File: config.mk
export PLATFORM = sky130hd
export DESIGN_NAME = defender_scene_renderer_flat
export DESIGN_NICKNAME = d
export VERILOG_FILES = /design/src/rtl/defender_pkg.sv /design/src/rtl/defender_scene_renderer_if.sv /design/src/rtl/defender_scene_renderer_button_sync.sv /design/src/rtl/defender_scene_renderer.sv /design/src/flat_wrapper.sv
export SDC_FILE = /design/constraint.sdc
export NUM_CORES = 1
export LEC_CHECK = 0
export BUFFER_PORTS_ARGS = -buffer_cell sky130_fd_sc_hd__buf_2
export CORE_MARGIN = 1
export CORE_UTILIZATION = 50
export DETAILED_ROUTE_END_ITERATION = 10
export HOLD_SLACK_MARGIN = 0.15
export PLACE_DENSITY_LB_ADDON = 0.15
export REMOVE_ABC_BUFFERS = 1
export SLEW_MARGIN = 10
export SYNTH_ARGS = -nofsm -noshare
export SYNTH_HDL_FRONTEND = slang
export SYNTH_SLANG_ARGS = --single-unit
File: constraint.sdc
create_clock -name CLK -period 7.5 [get_ports CLK]
set_input_delay 0.375 -clock CLK [delete_from_list [all_inputs] [get_ports CLK]]
set_output_delay 0.375 -clock CLK [all_outputs]
set_load 0.1 [all_outputs]
File: src/rtl/defender_pkg.sv
// defender_pkg: screen geometry, sprite sizes, colours and bullet state encoding for the scene renderer
package defender_pkg;
  localparam int H_ACTIVE_START = 144;
  localparam int V_ACTIVE_START = 36;
  localparam int SCREEN_W = 640;
  localparam int SCREEN_H = 479;
  localparam int SHIP_W = 32;
  localparam int SHIP_H = 16;
  localparam int SHIP_X0 = 64;
  localparam int SHIP_Y0 = 232;
  localparam int SHIP_STEP = 4;
  localparam int BULLET_W = 8;
  localparam int BULLET_H = 2;
  localparam int BULLET_STEP = 12;
  localparam logic [23:0] COL_BG = 24'h000020;
  localparam logic [23:0] COL_SHIP = 24'hFFFFFF;
  localparam logic [23:0] COL_BULLET = 24'hFFFF00;
  typedef enum logic {ST_IDLE, ST_FLYING} bullet_st_e;
  function automatic logic in_box(logic [10:0] p, logic [10:0] lo, logic [10:0] len);
    return p >= lo && p < lo + len;
  endfunction
endpackage

File: src/rtl/defender_scene_renderer_if.sv
// defender_scene_renderer_if: timing-generator inputs, buttons and VGA outputs of the scene renderer
interface defender_scene_renderer_if;
  logic [9:0] H_COUNT, V_COUNT;
  logic HS_IN, VS_IN, BLANK_N_IN;
  logic BTN_UP, BTN_DOWN, BTN_FIRE;
  logic [7:0] VGA_R, VGA_G, VGA_B;
  logic VGA_HS, VGA_VS, VGA_BLANK_N;
  logic FRAME_TICK, BULLET_ACTIVE;
  modport master (
    output H_COUNT, V_COUNT, HS_IN, VS_IN, BLANK_N_IN, BTN_UP, BTN_DOWN, BTN_FIRE,
    input VGA_R, VGA_G, VGA_B, VGA_HS, VGA_VS, VGA_BLANK_N, FRAME_TICK, BULLET_ACTIVE
  );
  modport slave (
    input H_COUNT, V_COUNT, HS_IN, VS_IN, BLANK_N_IN, BTN_UP, BTN_DOWN, BTN_FIRE,
    output VGA_R, VGA_G, VGA_B, VGA_HS, VGA_VS, VGA_BLANK_N, FRAME_TICK, BULLET_ACTIVE
  );
endinterface

File: src/rtl/defender_scene_renderer_button_sync.sv
// button_sync: two-flop synchroniser for a raw button plus a rising-edge pulse on the synchronised level
module button_sync (
  input  logic CLK,
  input  logic RST,
  input  logic btn,
  output logic level,
  output logic rise
);
  logic [2:0] s_q, s_d;
  always_comb s_d = {s_q[1:0], btn};
  always_ff @(posedge CLK or posedge RST)
    if (RST) s_q <= '0;
    else s_q <= s_d;
  assign level = s_q[1];
  assign rise = s_q[1] & ~s_q[2];
endmodule

File: src/rtl/defender_scene_renderer.sv
// defender_scene_renderer: per-frame ship/bullet state from buttons and a registered RGB pixel stage
module defender_scene_renderer
  import defender_pkg::*;
(
  input logic CLK,
  input logic RST,
  defender_scene_renderer_if.slave bus
);
  logic up, dn, fire_rise, unused_up_rise, unused_dn_rise, unused_fire_level;
  logic tick_q, tick_d, fire_req_q, fire_req_d;
  logic [9:0] ship_y_q, ship_y_d, bx_q, bx_d, by_q, by_d;
  bullet_st_e st_q, st_d;
  logic [23:0] rgb_q, rgb_d;
  logic [2:0] sync_q, sync_d;
  logic [10:0] y11, up_y, dn_y, bx_next, px, py;
  logic launch, leave, on, hit_b, hit_s;

  button_sync u_up (.CLK(CLK), .RST(RST), .btn(bus.BTN_UP), .level(up), .rise(unused_up_rise));
  button_sync u_dn (.CLK(CLK), .RST(RST), .btn(bus.BTN_DOWN), .level(dn), .rise(unused_dn_rise));
  button_sync u_fire (.CLK(CLK), .RST(RST), .btn(bus.BTN_FIRE), .level(unused_fire_level), .rise(fire_rise));

  always_comb begin
    tick_d = bus.H_COUNT == 10'd0 && bus.V_COUNT == 10'(V_ACTIVE_START + SCREEN_H);
    // an edge arriving on the tick cycle survives the clear and launches on the next tick
    fire_req_d = (tick_q ? 1'b0 : fire_req_q) | fire_rise;
    y11 = {1'b0, ship_y_q};
    up_y = y11 < 11'(SHIP_STEP) ? 11'd0 : y11 - 11'(SHIP_STEP);
    dn_y = y11 + 11'(SHIP_STEP) > 11'(SCREEN_H - SHIP_H) ? 11'(SCREEN_H - SHIP_H) : y11 + 11'(SHIP_STEP);
    ship_y_d = !tick_q || up == dn ? ship_y_q : up ? up_y[9:0] : dn_y[9:0];
    bx_next = {1'b0, bx_q} + 11'(BULLET_STEP);
    leave = bx_next >= 11'(SCREEN_W);
    launch = tick_q && st_q == ST_IDLE && fire_req_q;
    st_d = !tick_q ? st_q : st_q == ST_IDLE ? (fire_req_q ? ST_FLYING : ST_IDLE) : (leave ? ST_IDLE : ST_FLYING);
    bx_d = launch ? 10'(SHIP_X0 + SHIP_W) : tick_q && st_q == ST_FLYING && !leave ? bx_next[9:0] : bx_q;
    by_d = launch ? ship_y_q + 10'(SHIP_H / 2 - 1) : by_q;
    px = {1'b0, bus.H_COUNT} - 11'(H_ACTIVE_START);
    py = {1'b0, bus.V_COUNT} - 11'(V_ACTIVE_START);
    on = !px[10] && !py[10] && px < 11'(SCREEN_W) && py < 11'(SCREEN_H);
    hit_b = on && st_q == ST_FLYING && in_box(px, {1'b0, bx_q}, 11'(BULLET_W)) && in_box(py, {1'b0, by_q}, 11'(BULLET_H));
    hit_s = on && in_box(px, 11'(SHIP_X0), 11'(SHIP_W)) && in_box(py, y11, 11'(SHIP_H));
    rgb_d = !bus.BLANK_N_IN ? 24'd0 : hit_b ? COL_BULLET : hit_s ? COL_SHIP : COL_BG;
    sync_d = {bus.HS_IN, bus.VS_IN, bus.BLANK_N_IN};
  end

  always_ff @(posedge CLK or posedge RST)
    if (RST) begin
      tick_q <= 1'b0;
      fire_req_q <= 1'b0;
      ship_y_q <= 10'(SHIP_Y0);
      st_q <= ST_IDLE;
      bx_q <= '0;
      by_q <= '0;
      rgb_q <= '0;
      sync_q <= '0;
    end else begin
      tick_q <= tick_d;
      fire_req_q <= fire_req_d;
      ship_y_q <= ship_y_d;
      st_q <= st_d;
      bx_q <= bx_d;
      by_q <= by_d;
      rgb_q <= rgb_d;
      sync_q <= sync_d;
    end

  assign {bus.VGA_R, bus.VGA_G, bus.VGA_B} = rgb_q;
  assign {bus.VGA_HS, bus.VGA_VS, bus.VGA_BLANK_N} = sync_q;
  assign bus.FRAME_TICK = tick_q;
  assign bus.BULLET_ACTIVE = st_q == ST_FLYING;
endmodule

File: src/flat_wrapper.sv
// flat-port wrapper written by rule: the top's interface ports become plain ports
module defender_scene_renderer_flat import defender_pkg::*;
  (CLK, RST, bus_H_COUNT, bus_V_COUNT, bus_HS_IN, bus_VS_IN, bus_BLANK_N_IN, bus_BTN_UP, bus_BTN_DOWN, bus_BTN_FIRE, bus_VGA_R, bus_VGA_G, bus_VGA_B, bus_VGA_HS, bus_VGA_VS, bus_VGA_BLANK_N, bus_FRAME_TICK, bus_BULLET_ACTIVE);
  defender_scene_renderer_if bus_i ();
  input logic CLK;
  input logic RST;
  input wire logic [$bits(bus_i.H_COUNT)-1:0] bus_H_COUNT;
  input wire logic [$bits(bus_i.V_COUNT)-1:0] bus_V_COUNT;
  input wire logic [$bits(bus_i.HS_IN)-1:0] bus_HS_IN;
  input wire logic [$bits(bus_i.VS_IN)-1:0] bus_VS_IN;
  input wire logic [$bits(bus_i.BLANK_N_IN)-1:0] bus_BLANK_N_IN;
  input wire logic [$bits(bus_i.BTN_UP)-1:0] bus_BTN_UP;
  input wire logic [$bits(bus_i.BTN_DOWN)-1:0] bus_BTN_DOWN;
  input wire logic [$bits(bus_i.BTN_FIRE)-1:0] bus_BTN_FIRE;
  output wire logic [$bits(bus_i.VGA_R)-1:0] bus_VGA_R;
  output wire logic [$bits(bus_i.VGA_G)-1:0] bus_VGA_G;
  output wire logic [$bits(bus_i.VGA_B)-1:0] bus_VGA_B;
  output wire logic [$bits(bus_i.VGA_HS)-1:0] bus_VGA_HS;
  output wire logic [$bits(bus_i.VGA_VS)-1:0] bus_VGA_VS;
  output wire logic [$bits(bus_i.VGA_BLANK_N)-1:0] bus_VGA_BLANK_N;
  output wire logic [$bits(bus_i.FRAME_TICK)-1:0] bus_FRAME_TICK;
  output wire logic [$bits(bus_i.BULLET_ACTIVE)-1:0] bus_BULLET_ACTIVE;
  assign bus_i.H_COUNT = bus_H_COUNT;
  assign bus_i.V_COUNT = bus_V_COUNT;
  assign bus_i.HS_IN = bus_HS_IN;
  assign bus_i.VS_IN = bus_VS_IN;
  assign bus_i.BLANK_N_IN = bus_BLANK_N_IN;
  assign bus_i.BTN_UP = bus_BTN_UP;
  assign bus_i.BTN_DOWN = bus_BTN_DOWN;
  assign bus_i.BTN_FIRE = bus_BTN_FIRE;
  assign bus_VGA_R = bus_i.VGA_R;
  assign bus_VGA_G = bus_i.VGA_G;
  assign bus_VGA_B = bus_i.VGA_B;
  assign bus_VGA_HS = bus_i.VGA_HS;
  assign bus_VGA_VS = bus_i.VGA_VS;
  assign bus_VGA_BLANK_N = bus_i.VGA_BLANK_N;
  assign bus_FRAME_TICK = bus_i.FRAME_TICK;
  assign bus_BULLET_ACTIVE = bus_i.BULLET_ACTIVE;
  defender_scene_renderer u_core (.CLK(CLK), .RST(RST), .bus(bus_i));
endmodule
# --- After elaboration in Yosys (flattened, before gate mapping) ---
# Index checks and enable logic that the tools add are counted.
word_totals:
  wordCells: 75
  out_inout_bits: 29
  regBits: 67
classes:
  n_lt_le_gt_ge: 13
  addsub: 9
  mux: 12
  n_bitwise: 4
  n_eq_ne: 2
  n_reduce_logical: 24
op_table:
  columns: ["op", "n"]
  rows:
  - ["24-bit 2-to-1 mux", 3]
  - ["10-bit 2-to-1 mux", 5]
  - ["11-bit by 10-bit greater-or-equal comparator with 1-bit output", 3]
  - ["11-bit less-than comparator", 3]
  - ["10-bit by 4-bit adder with 11-bit output, second input constant", 2]
  - ["1-bit logical AND", 17]
  - ["10-bit by 2-bit adder with 11-bit output, second input constant", 1]
  - ["10-bit by 3-bit adder with 11-bit output, second input constant", 1]
  - ["10-bit by 5-bit adder with 11-bit output, second input constant", 1]
  - ["11-bit by 10-bit greater-or-equal comparator with 1-bit output, second input constant", 1]
  - ["11-bit by 7-bit greater-or-equal comparator with 1-bit output, second input constant", 1]
  - ["11-bit by 9-bit greater-than comparator with 1-bit output, second input constant", 1]
  - ["11-bit by 10-bit less-than comparator with 1-bit output, second input constant", 1]
  - ["11-bit by 7-bit less-than comparator with 1-bit output, second input constant", 1]
  - ["11-bit by 9-bit less-than comparator with 1-bit output, second input constant", 1]
  - ["10-bit by 6-bit subtractor with 11-bit output, second input constant", 1]
  - ["10-bit by 8-bit subtractor with 11-bit output, second input constant", 1]
  - ["10-bit by 3-bit adder with 10-bit output, second input constant", 1]
  - ["10-bit equality test, second input constant", 1]
  - ["10-bit zero test", 1]
  - ["10-bit by 3-bit less-than comparator with 1-bit output, second input constant", 1]
  - ["10-bit by 3-bit subtractor with 10-bit output, second input constant", 1]
  - ["1-bit zero test", 4]
  - ["1-bit 2-to-1 mux", 4]
  - ["6 further kinds", 7]

# --- Depth between registers and ports, before layout ---
logic_depth:
  depth_word: 10
  ltp_mapped: 13

# --- Hierarchy ---
# Synthesis repeated with hierarchy kept, for this count alone.
unflattened:
  hier_cells: 522
  hier_area_um2: 4374.2
modules_own_cells:
  columns: ["module", "instances", "seq_area_each_um2", "cells_each", "area_each_um2"]
  rows:
  - ["defender_scene_renderer", 1, 905.9, 507, 4096.4]
  - ["button_sync", 3, 75.1, 5, 92.6]

# --- Worst setup path before layout ---
# No wires, ideal clock.
synth_path:
  path_type: "flip-flop to flip-flop"
  start: "register u_core.ship_y_q[6]"
  end: "register u_core.rgb_q[7]"
  arrival_ns: 2.746
  path_stages_with_launch: 9
  synth_period_minus_slack_ns: 2.812
  required_ns: 7.434
  slack_ns: 4.688
  cell_sequence: "dfstp_2 > buf_1 > and3_1 > nand3_1 > ha_1 > or4b_1 > or4_4 > a2111oi_4 > and2_1"
synth_between:
  elab_chain_len: 7
synth_rtl:
  columns: ["item", "line_no", "text"]
  rows:
  - ["start: declaration", "defender_scene_renderer.sv:11", "logic [9:0] ship_y_q, ship_y_d, bx_q, bx_d, by_q, by_d;"]
  - ["start signal: assignment", "defender_scene_renderer.sv:49", "ship_y_q <= 10'(SHIP_Y0);"]
  - ["start signal: assignment", "defender_scene_renderer.sv:58", "ship_y_q <= ship_y_d;"]
  - ["10-bit by 5-bit adder with 11-bit output", "defender_pkg.sv:20", "return p >= lo && p < lo + len;"]
  - ["11-bit less-than comparator", "defender_pkg.sv:20", null]
  - ["1-bit logical AND *", "defender_pkg.sv:20", null]
  - ["1-bit logical AND *", "defender_scene_renderer.sv:40", "hit_s = on && in_box(px, 11'(SHIP_X0), 11'(SHIP_W)) && in_box(py, y11, 11'(SHIP_H));"]
  - ["24-bit 2-to-1 mux * (3 in a row)", "defender_scene_renderer.sv:41", "rgb_d = !bus.BLANK_N_IN ? 24'd0 : hit_b ? COL_BULLET : hit_s ? COL_SHIP : COL_BG;"]
  - ["end signal: assignment", "defender_scene_renderer.sv:62", "rgb_q <= rgb_d;"]
  - ["end: declaration", "defender_scene_renderer.sv:13", "logic [23:0] rgb_q, rgb_d;"]
# Mark *: on every way between the ends. The rest lies on a longest branch, timed or not.
# A chain may end at the register's enable or synchronous reset.

# --- Worst setup path in the final report ---
layout_path:
  start: "register u_core.ship_y_q[4]"
  end: "register u_core.rgb_q[22]"
# Same word-level chain as after synthesis.

==> results.sh <==
export IMPL_status="completed"
export IMPL_die_x_um=93.93
export IMPL_finish_net_count=620
export IMPL_dieHeight_um=93.93
export IMPL_cpMostUsedCell="ha_1"
export IMPL_instances_no_fill=633
export IMPL_antenna_found_initial=0
export IMPL_final_cell_mix="ha_1 (65), buf_2 (56), inv_1 (45)"
export IMPL_rsz0062_at_grt="false"
export IMPL_peakVddDrop_mv=0.1105
export IMPL_setup_viol_count_final=0
export IMPL_dpl_hpwl_mm=7.898
export IMPL_holdBufCountCts=0
export IMPL_via_count=3670
export IMPL_ys_seq_area_frac=0.2558
export IMPL_drc=0
export IMPL_dr_pass1_iters=5
export IMPL_p_per_area_mw_per_mm2=118.2
export IMPL_grt_pass1_vias=3356
export IMPL_skew_ns=0.007902
export IMPL_min_period_ns=3.024
export IMPL_timing_rr_end="u_core.rgb_q[22]$_DFF_PP0_"
export IMPL_ff2ff_setup_slack_ns=4.48
export IMPL_maxSlewHeadroom=0.5044
export IMPL_clockBufferDepth=2
export IMPL_grt_pass1_wl_mm=16.38
export IMPL_synth_main_ff_cell="dfrtp_1"
export IMPL_hold_path_class="input port to flop"
export IMPL_crit_type="flop to flop"
export IMPL_worstSkewPairLatency_ns=0.30
export IMPL_drt_iter0_drc=154
export IMPL_boundaryPins=57
export IMPL_reg2reg_depth=8
export IMPL_num_antenna_cells=0
export IMPL_port_buffers=56
export IMPL_synth_cells=499
export IMPL_async_reset_ff_frac=1.000
export IMPL_min_from="bus_BTN_FIRE"
export IMPL_wl_mm=10.04
export IMPL_crit_fanout=13
export IMPL_max_stage_delay_ns=0.63
export IMPL_synth_area_mm2=0.004225
export IMPL_viasPerCell=5.798
export IMPL_crit_end="u_core.rgb_q[22]$_DFF_PP0_"
export IMPL_clk_pin_slew_ns=0.09
export IMPL_clock_sinks=43
export IMPL_cts_inserted_buffers=5
export IMPL_critPathLaunchType="flop"
export IMPL_start_util=0.5142
export IMPL_cts_root_buffer="clkbuf_8"
export IMPL_final_common_cell="ha_1"
export IMPL_endpoint_kind="flop"
export IMPL_r2r_start="u_core.ship_y_q[4]$_DFFE_PP0P_"
export IMPL_power_leakage_nw=2.016
export IMPL_tightest_slew_ns=0.7413
export IMPL_cp_required_ns=7.73
export IMPL_areaGrowthSynthToFinish_pct=7.610
export IMPL_maxCapViolations=0
export IMPL_crit_chain="ha_1 > and3_1 > nand3_1 > ha_1 > or4b_1 > or4_4 > a2111oi_4 > o21bai_1"
export IMPL_coreArea_mm2=0.008217
export IMPL_drtAntennaViolNets=0
export IMPL_rows=33
export IMPL_synth_edf_count=0
export IMPL_yosys_warnings=0
export IMPL_placed_cells=625
export IMPL_grtUsageTotal=0.2370
export IMPL_drive_gt1_frac=0.1420
export IMPL_slowest_stage="dfrtp_1"
export IMPL_fin_crit_sh=0.4032
export IMPL_cp_startpoint="u_core.ship_y_q[4]$_DFFE_PP0P_"
export IMPL_power_w=0.0005373
export IMPL_grt_max_degree=44
export IMPL_overflow=0
export IMPL_die_area_mm2=0.008822
export IMPL_cts_tree="built"
export IMPL_critPathArrivalTime_ns=3.26
export IMPL_place_gp_congestion=0.9191
export IMPL_yosysUniqueCellTypes=64
export IMPL_routedWlPerCell_um=15.86
export IMPL_hold_viol_final=0
export IMPL_maxSlewViolCount=0
export IMPL_htreeDepth=2
export IMPL_cts_setup_buffers=0
export IMPL_cts_resized_gates=0
export IMPL_fmax_mhz=330.7
export IMPL_syn_area_per_cell_um2=8.468
export IMPL_ys_seq_elements=43
[state kept, by name (all words and copies together), names as in the netlist]
signal,flops
u_core.bus.BULLET_ACTIVE,1
u_core.bus.FRAME_TICK,1
u_core.bx_q,8
u_core.by_q,10
u_core.fire_req_q,1
u_core.rgb_q,3
u_core.ship_y_q,9
u_core.sync_q,3
u_core.u_dn.s_q,2
u_core.u_fire.s_q,3
u_core.u_up.s_q,2
[cell families (layout without fill, tap and decap cells)]
| group | after synthesis | count (layout) | synth area share |
|---|---|---|---|
| and+or+nand+nor | 143 | 143 | 0.1789 |
| muxes | 1 | 1 | 0.002369 |
| DFF | 43 | 43 | 0.2558 |
| xor gates and xnor gates | 33 | 33 | 0.06840 |
| adders and majority gates | 66 | 66 | 0.1948 |
| AOI/OAI and AO/OA | 129 | 129 | 0.2055 |
| buffers and inverters | 84 | 113 | 0.09416 |
[how the worst min path moves through the flow]
stage / to / slack, ns / depth (start not counted)
2_1_floorplan: u_core.u_dn.s_q[1]$_DFF_PP0_ / 0.33 / 0
3_3_place_gp: u_core.u_fire.s_q[1]$_DFF_PP0_ / 0.34 / 0
3_5_place_dp: u_core.u_fire.s_q[1]$_DFF_PP0_ / 0.34 / 0
4_1_cts: u_core.u_fire.s_q[0]$_DFF_PP0_ / 0.16 / 1
5_1_grt: u_core.u_fire.s_q[0]$_DFF_PP0_ / 0.15 / 1
6_report: u_core.u_fire.s_q[0]$_DFF_PP0_ / 0.17 / 1
[cell usage after synthesis (9+ instances only)]
cell type,n,share of area
a211oi_1,9,0.016
a21oi_1,25,0.030
clkbuf_1,12,0.011
ha_1,65,0.19
nand2_1,35,0.031
o21ai_0,30,0.036
dfrtp_1,39,0.23
inv_1,46,0.041
xnor2_1,27,0.056
nor3_1,9,0.011
nand3_1,25,0.030
buf_4,21,0.037
nor2_1,23,0.020
[cell type report]
cell class,instances,area (µm²)
multi-input cells,372,2746
inverters,47,176.4
clock buffers,5,68.82
clock inverters,3,47.55
fillers,784,3670
flip-flops and latches,43,1081
repair buffers,58,295.3
well taps,105,131.4
[metrics by stage]
step           instance area, µm²  worst slack, ns    util  hold WS [ns]  setup TNS, ns
6_report                     4547            4.476  0.5534        0.1727              0
5_1_grt                      4547            4.324  0.5534        0.1541              0
4_1_cts                      4547            4.503  0.5534        0.1620              0
3_5_place_dp                 4431            4.505  0.5392        0.3405              0
3_3_place_gp                 4431            4.604  0.5392        0.3377              0
2_1_floorplan                4004           -2.690       -        0.3312         -43.04
[power by group]
group / internal [W] / total [W] / switching, W
combinational: 0.0000415 / 0.000107 / 0.0000660
sequential: 0.000235 / 0.000237 / 0.00000210
clock: 0.000101 / 0.000193 / 0.0000919
total: 0.000377 / 0.000537 / 0.000160
[critical path, delay by kind of cell, from the launching register on]
kind / cells / cell delay (ns)
simple gates: 4 / 1.33
fa+ha+maj: 2 / 0.52
compound gates: 2 / 0.50
flops: 1 / 0.63
[metal layers]
| layer | vias to the layer above | GRT usage | part of all wire |
|---|---|---|---|
| li1 | 1843 | - | - |
| met5 | - | 0 | 0 |
| met4 | 0 | 0.04744 | 0.0082 |
| met2 | 85 | 0.3753 | 0.46 |
| met3 | 8 | 0.02508 | 0.033 |
| met1 | 1734 | 0.3472 | 0.50 |
Power figures use the tool's default switching activity.
